--- config.mk ---
export PLATFORM = sky130hd
export DESIGN_NAME = raw_capture_ctrl
export DESIGN_NICKNAME = d
export VERILOG_FILES = /design/src/rtl/raw_capture_ctrl.sv
export SDC_FILE = /design/constraint.sdc
export NUM_CORES = 1
export LEC_CHECK = 0
export ABC_AREA = 1
export CELL_PAD_IN_SITES_DETAIL_PLACEMENT = 1
export CELL_PAD_IN_SITES_GLOBAL_PLACEMENT = 2
export CORE_MARGIN = 2
export CORE_UTILIZATION = 33
export DETAILED_ROUTE_END_ITERATION = 8
export PLACE_DENSITY_LB_ADDON = 0.1
export SYNTH_ARGS = -nofsm -noshare
export SYNTH_HDL_FRONTEND = slang
export SYNTH_SLANG_ARGS = --single-unit
--- constraint.sdc ---
create_clock -name clk -period 4.7 [get_ports clk]
set_clock_uncertainty 0.15 [all_clocks]
set_input_delay 0.705 -clock clk [delete_from_list [all_inputs] [get_ports clk]]
set_output_delay 0.705 -clock clk [all_outputs]
set_load 0.02 [all_outputs]
--- src/rtl/raw_capture_ctrl.sv ---
// Frame-capture controller between the raw Bayer sensor port and the RAW2GRAY datapath.
// Aligns capture to sensor frame boundaries, emits a registered pixel/col/row stream and flags length errors.
module raw_capture_ctrl #(
    parameter int DATA_WIDTH = 12,
    parameter int IMG_WIDTH  = 1280,
    parameter int IMG_HEIGHT = 960,
    parameter int CNT_WIDTH  = 16
) (
    input  logic                  clk,
    input  logic                  rst,
    input  logic                  start,
    input  logic                  stop,
    input  logic                  sensor_fval,
    input  logic                  sensor_lval,
    input  logic                  sensor_dval,
    input  logic [DATA_WIDTH-1:0] sensor_data,
    output logic [DATA_WIDTH-1:0] pixel,
    output logic                  pixel_valid,
    output logic [CNT_WIDTH-1:0]  col_num,
    output logic [CNT_WIDTH-1:0]  row_num,
    output logic                  busy,
    output logic                  frame_done,
    output logic [CNT_WIDTH-1:0]  frame_count,
    output logic                  line_err
);

    typedef enum logic [1:0] {
        IDLE    = 2'd0,
        ARM     = 2'd1,
        CAPTURE = 2'd2
    } state_t;

    localparam logic [CNT_WIDTH-1:0] COL_MAX = CNT_WIDTH'(IMG_WIDTH);
    localparam logic [CNT_WIDTH-1:0] ROW_MAX = CNT_WIDTH'(IMG_HEIGHT);

    state_t               state;
    logic                 fval_d;
    logic                 lval_d;
    logic                 stop_pending;
    logic                 line_ovf;
    logic [CNT_WIDTH-1:0] col_cnt;
    logic [CNT_WIDTH-1:0] row_cnt;

    logic                 frame_rise;
    logic                 frame_fall;
    logic                 line_fall;
    logic                 pix_qual;
    logic                 accept;
    logic                 overflow;
    logic                 line_bad;
    logic [CNT_WIDTH-1:0] row_after_line;

    assign frame_rise = sensor_fval & ~fval_d;
    assign frame_fall = ~sensor_fval & fval_d;
    assign line_fall  = ~sensor_lval & lval_d & fval_d;
    assign pix_qual   = (state == CAPTURE) & sensor_fval & sensor_lval & sensor_dval;
    assign accept     = pix_qual & (col_cnt < COL_MAX) & (row_cnt < ROW_MAX);
    // Pixels beyond the line width are dropped but remembered so the line still reports an error.
    assign overflow   = pix_qual & (col_cnt >= COL_MAX);
    assign line_bad   = line_fall & ((col_cnt != COL_MAX) | line_ovf);

    // The frame check must see the row count as if a coincident line end had already been counted.
    assign row_after_line = (line_fall && row_cnt < ROW_MAX) ? row_cnt + 1'b1 : row_cnt;

    // NOTE: all state uses non-blocking assignments; where two branches write the same register
    // in one cycle, the textually later assignment wins, which the frame-end clearing relies on.
    always_ff @(posedge clk or negedge rst) begin
        if (!rst) begin
            state        <= IDLE;
            fval_d       <= 1'b0;
            lval_d       <= 1'b0;
            stop_pending <= 1'b0;
            line_ovf     <= 1'b0;
            col_cnt      <= '0;
            row_cnt      <= '0;
            pixel        <= '0;
            pixel_valid  <= 1'b0;
            col_num      <= '0;
            row_num      <= '0;
            busy         <= 1'b0;
            frame_done   <= 1'b0;
            frame_count  <= '0;
            line_err     <= 1'b0;
        end else begin
            fval_d      <= sensor_fval;
            lval_d      <= sensor_lval;
            frame_done  <= 1'b0;
            pixel_valid <= accept;

            if (accept) begin
                pixel   <= sensor_data;
                col_num <= col_cnt;
                row_num <= row_cnt;
                col_cnt <= col_cnt + 1'b1;
            end
            if (overflow) begin
                line_ovf <= 1'b1;
            end

            case (state)
                IDLE: begin
                    if (start && !stop) begin
                        state       <= ARM;
                        busy        <= 1'b1;
                        line_err    <= 1'b0;
                        frame_count <= '0;
                    end
                end

                ARM: begin
                    if (stop) begin
                        state <= IDLE;
                        busy  <= 1'b0;
                    end else if (frame_rise) begin
                        state    <= CAPTURE;
                        col_cnt  <= '0;
                        row_cnt  <= '0;
                        line_ovf <= 1'b0;
                    end
                end

                CAPTURE: begin
                    if (stop) begin
                        stop_pending <= 1'b1;
                    end
                    if (line_fall) begin
                        col_cnt  <= '0;
                        row_cnt  <= row_after_line;
                        line_ovf <= 1'b0;
                        if (line_bad) begin
                            line_err <= 1'b1;
                        end
                    end
                    if (frame_fall) begin
                        col_cnt     <= '0;
                        row_cnt     <= '0;
                        line_ovf    <= 1'b0;
                        frame_done  <= 1'b1;
                        frame_count <= frame_count + 1'b1;
                        if (row_after_line != ROW_MAX) begin
                            line_err <= 1'b1;
                        end
                        if (stop_pending || stop) begin
                            state        <= IDLE;
                            busy         <= 1'b0;
                            stop_pending <= 1'b0;
                        end else begin
                            state <= ARM;
                        end
                    end
                end

                default: begin
                    state <= IDLE;
                    busy  <= 1'b0;
                end
            endcase
        end
    end

endmodule

==> summary.log <==
[critical_path] type of origin of the critical path primary input
[place] final weighted congestion in routability-driven placement 0.783
[sta] Relative slew margins 0.351
[cts] # Post-CTS Setup Buffers 0
[cts] Clock Latency Late Sink 0.35 ns
[place] post-placement setup slack 1.72 ns
[floorplanning] overall die width 124 µm
[sta] worst-margin pin slew 0.974 ns
[power_and_ir_drop] leakage power of the design 2.85 nW
[global_route] Congestion Overflow GR 0
[critical_path] Top delay family on crit path buffers and inverters
[critical_path] startpoint of the worst register-to-register path state[0]
[critical_path] critical setup path kind primary input to flop
[drt] highest metal used met4
[critical_path] kind of capture point of the worst setup path flop
[final_layout] Filler Cell Count 1688
[status] status complete, no violations
[critical_path] Critical path origin sensor_lval
[cts] H-tree lvl count 3
[drt] WL per Instance 14.7 µm
[sta] number of pins with negative max-slew slack in the final report 0
[global_route] overall track demand over capacity in global routing 0.168
[drt] DR vias/cell 4.76
[floorplanning] Vert. Die Dim 124 µm
[cts] # hold bufs at CTS 0
[global_route] via count of the first global-routing pass 4131
[synth] area fraction of the dominant cell type after synthesis 0.535
[drt] total vias in the final route 3924
[floorplanning] Ports 83
[final_layout] leading cell types in the layout, fill and taps excluded sky130_fd_sc_hd__nand2_1, sky130_fd_sc_hd__dfrtp_1, sky130_fd_sc_hd__clkdlybuf4s50_1, sky130_fd_sc_hd__inv_1, sky130_fd_sc_hd__nor2_1
[synth] async set-reset flop share out of synthesis 1.00
[final_layout] fraction of layout cells with a size suffix above 1 0.0854
[drt] iteration-0 DRC count of the detailed router 182
[drt] sum of met2 wire segment lengths after detailed routing 5.83 mm
[place] Port Buffer Count 82
[power_and_ir_drop] power density normalized to cell area 464 nW/µm²
[synth] Top FF cell, synth sky130_fd_sc_hd__dfrtp_1
[sta] upper clock frequency limit 0.389 GHz
[synth] EDFF count, synth 0
[critical_path] maximum fanout along the worst path 51
[critical_path] CP Data Required Time 4.78 ns
[floorplanning] cell row count 43
[synth] post-synthesis cell count 554
[final_layout] Area growth, synth to finish 27.6%
[final_layout] antenna fix cells 0
[global_route] pin count of the biggest net entering global routing 77
[global_route] wire length of the first global-routing pass 21.2 mm
[final_layout] area taken by multi-input logic gates 1860 µm²
[cts] number of gates resized after CTS 0
[cts] CTS max path bufs 2
[synth] Warnings, synthesis 0
[sta] RSZ-0062 raised after global routing no
[sta] post-layout worst setup margin 2.13 ns
[cts] TritonCTS clock tree yes
[cts] root buffer cell sky130_fd_sc_hd__clkbuf_16
[critical_path] buffers plus inverters on the worst setup path 2
[drt] Post-route DRC 0
[synth] portion of the post-synthesis area used by sequential elements 0.535
[cts] number of buffers created by CTS 9
[critical_path] Max stage delay on crit path 0.58 ns
[synth] top cells by area, synth sky130_fd_sc_hd__dfrtp_1, sky130_fd_sc_hd__nand2_1, sky130_fd_sc_hd__inv_1, sky130_fd_sc_hd__nor2_1, sky130_fd_sc_hd__o21ai_0
[sta] Hold Vio Cnt, Final 0
[drt] Met1 Wirelength 5.78 mm
[synth] nets in the synthesized netlist 581
[sta] fraction of the cycle the final worst path needs 0.548
[drt] routed wl met3 365 µm
[synth] Seq cells post-synth 102
[synth] Synth Cell Area 4770 µm²
[final_layout] most common cell after layout, fill and taps aside sky130_fd_sc_hd__nand2_1
[synth] average cell area after synthesis 8.61 µm²
[final_layout] area taken by flip-flops and latches 2550 µm²
[global_route] number of antenna violations at the first check in global routing 0
[drt] number of nets with antenna violations after detailed routing 0
[min_path] path category of the worst min-delay check flop to flop
[drt] Pre-Repair DR Iteration Count 4
[cts] CTS clock-pin slew for the worst setup and hold paths 0.07 ns
[floorplanning] Die Outline Area 15400 µm²
[sta] Final min period 2.57 ns
[place] half-perimeter wire length after detailed placement 8.98 mm
[min_path] start point of the worst min-delay path col_cnt[11]
[sta] final setup TNS 0 ns
[job] max-cap check violation count 0
[final_layout] net count of the finished layout 666
[drt] final routed wirelength across all metal layers 12.1 mm
[power_and_ir_drop] Worst VDD drop 0.308 mV
[floorplanning] core area 14000 µm²
[floorplanning] Initial Util 0.341
[cts] clock sink total 102
[critical_path] critical path arrival 2.66 ns
[critical_path] cell type of the slowest stage on the worst timing path sky130_fd_sc_hd__clkdlybuf4s50_1
[critical_path] cell chain of the critical path clkdlybuf4s50_1, nand4_2, nor3_2, nand2_2, buf_4, nor3_1, nand2_1, o21ai_1, a21oi_1
[sta] number of failing setup endpoints in the final timing report 0
[critical_path] R2R setup slack 2.17 ns
[synth] Unique masters post-synth 40
[sta] smallest hold slack 0.322 ns
[synth] biggest area consumer among synthesized cells sky130_fd_sc_hd__dfrtp_1
## worst reg2reg max path, stage by stage, from the launching register on
cell,delay (ns)
sky130_fd_sc_hd__dfrtp_1,0.40
sky130_fd_sc_hd__inv_1,0.11
sky130_fd_sc_hd__ha_1,0.38
sky130_fd_sc_hd__nand4_2,0.19
sky130_fd_sc_hd__nor3_2,0.24
sky130_fd_sc_hd__nand2_2,0.08
sky130_fd_sc_hd__buf_4,0.30
sky130_fd_sc_hd__nor3_1,0.29
sky130_fd_sc_hd__nand2_1,0.11
sky130_fd_sc_hd__o21ai_1,0.13
sky130_fd_sc_hd__a21oi_1,0.05
## final timing paths
kind,to,depth (start not counted)
hold / removal,col_cnt[11],2
setup / recovery,col_cnt[4],9
setup reg to reg,col_cnt[4],10
hold reg to reg,col_cnt[11],2
max in group asynchronous,pixel[8],2
min in group asynchronous,col_num[9],1
## stage by stage
| step | total power (W) | instance area, µm² | util | cells |
|---|---|---|---|---|
| 6_report | 0.00283 | 6090 | 0.435 | 824 |
| 5_1_grt | 0.00302 | 6090 | 0.435 | 824 |
| 4_1_cts | 0.00288 | 6090 | 0.435 | 824 |
| 3_5_place_dp | 0.00210 | 5790 | 0.414 | 808 |
| 3_3_place_gp | 0.00208 | 5790 | 0.414 | 808 |
| 2_1_floorplan | 0.00166 | 4770 | - | 554 |
## layer usage
layer	vias to the layer above	GRT usage
met1	1925	0.220
met3	6	0.0425
li1	1941	-
met4	0	0.0370
met2	52	0.281
met5	-	0
## sequential cells by signal, indices dropped and copies added (netlist names)
name,cells
col_cnt,16
col_num,16
frame_count,16
row_cnt,16
row_num,16
pixel,12
state,2
busy,1
frame_done,1
fval_d,1
line_err,1
line_ovf,1
lval_d,1
pixel_valid,1
stop_pending,1
## where the power goes
group | internal [W] | switching, W | leakage [nW]
Clock | 0.000442 | 0.000324 | 0.146
Combinational | 0.000378 | 0.000562 | 1.33
Sequential | 0.00103 | 0.0000915 | 1.37
Total | 0.00185 | 0.000977 | 2.85
## cell usage after synthesis, drive strengths merged (6+ instances only)
cell type	count
a21boi	6
a21oi	23
clkbuf	6
dfrtp	102
ha	8
inv	82
nand2	144
nand3	27
nand4	11
nor2	52
nor3	20
o21ai	49
## layout make-up
cell class / count / share of cell area
clock buffer: 13 / 0.0427
clock inverter: 3 / 0.00699
inverter: 83 / 0.0516
multi-input combinational: 359 / 0.306
sequential: 102 / 0.419
tap: 180 / 0.0370
timing repair buffer: 84 / 0.137
## logic make-up after synthesis
logic type | Yosys count | synth area share
and+or+nand+nor | 258 | 0.258
AOI/OAI and AO/OA | 87 | 0.0994
buffers and inverters | 93 | 0.0752
DFF | 102 | 0.535
adders and majority gates | 8 | 0.0210
muxes | 1 | 0.00236
xor gates and xnor gates | 5 | 0.00918
Note: power is estimated with default switching activity, not from simulation.
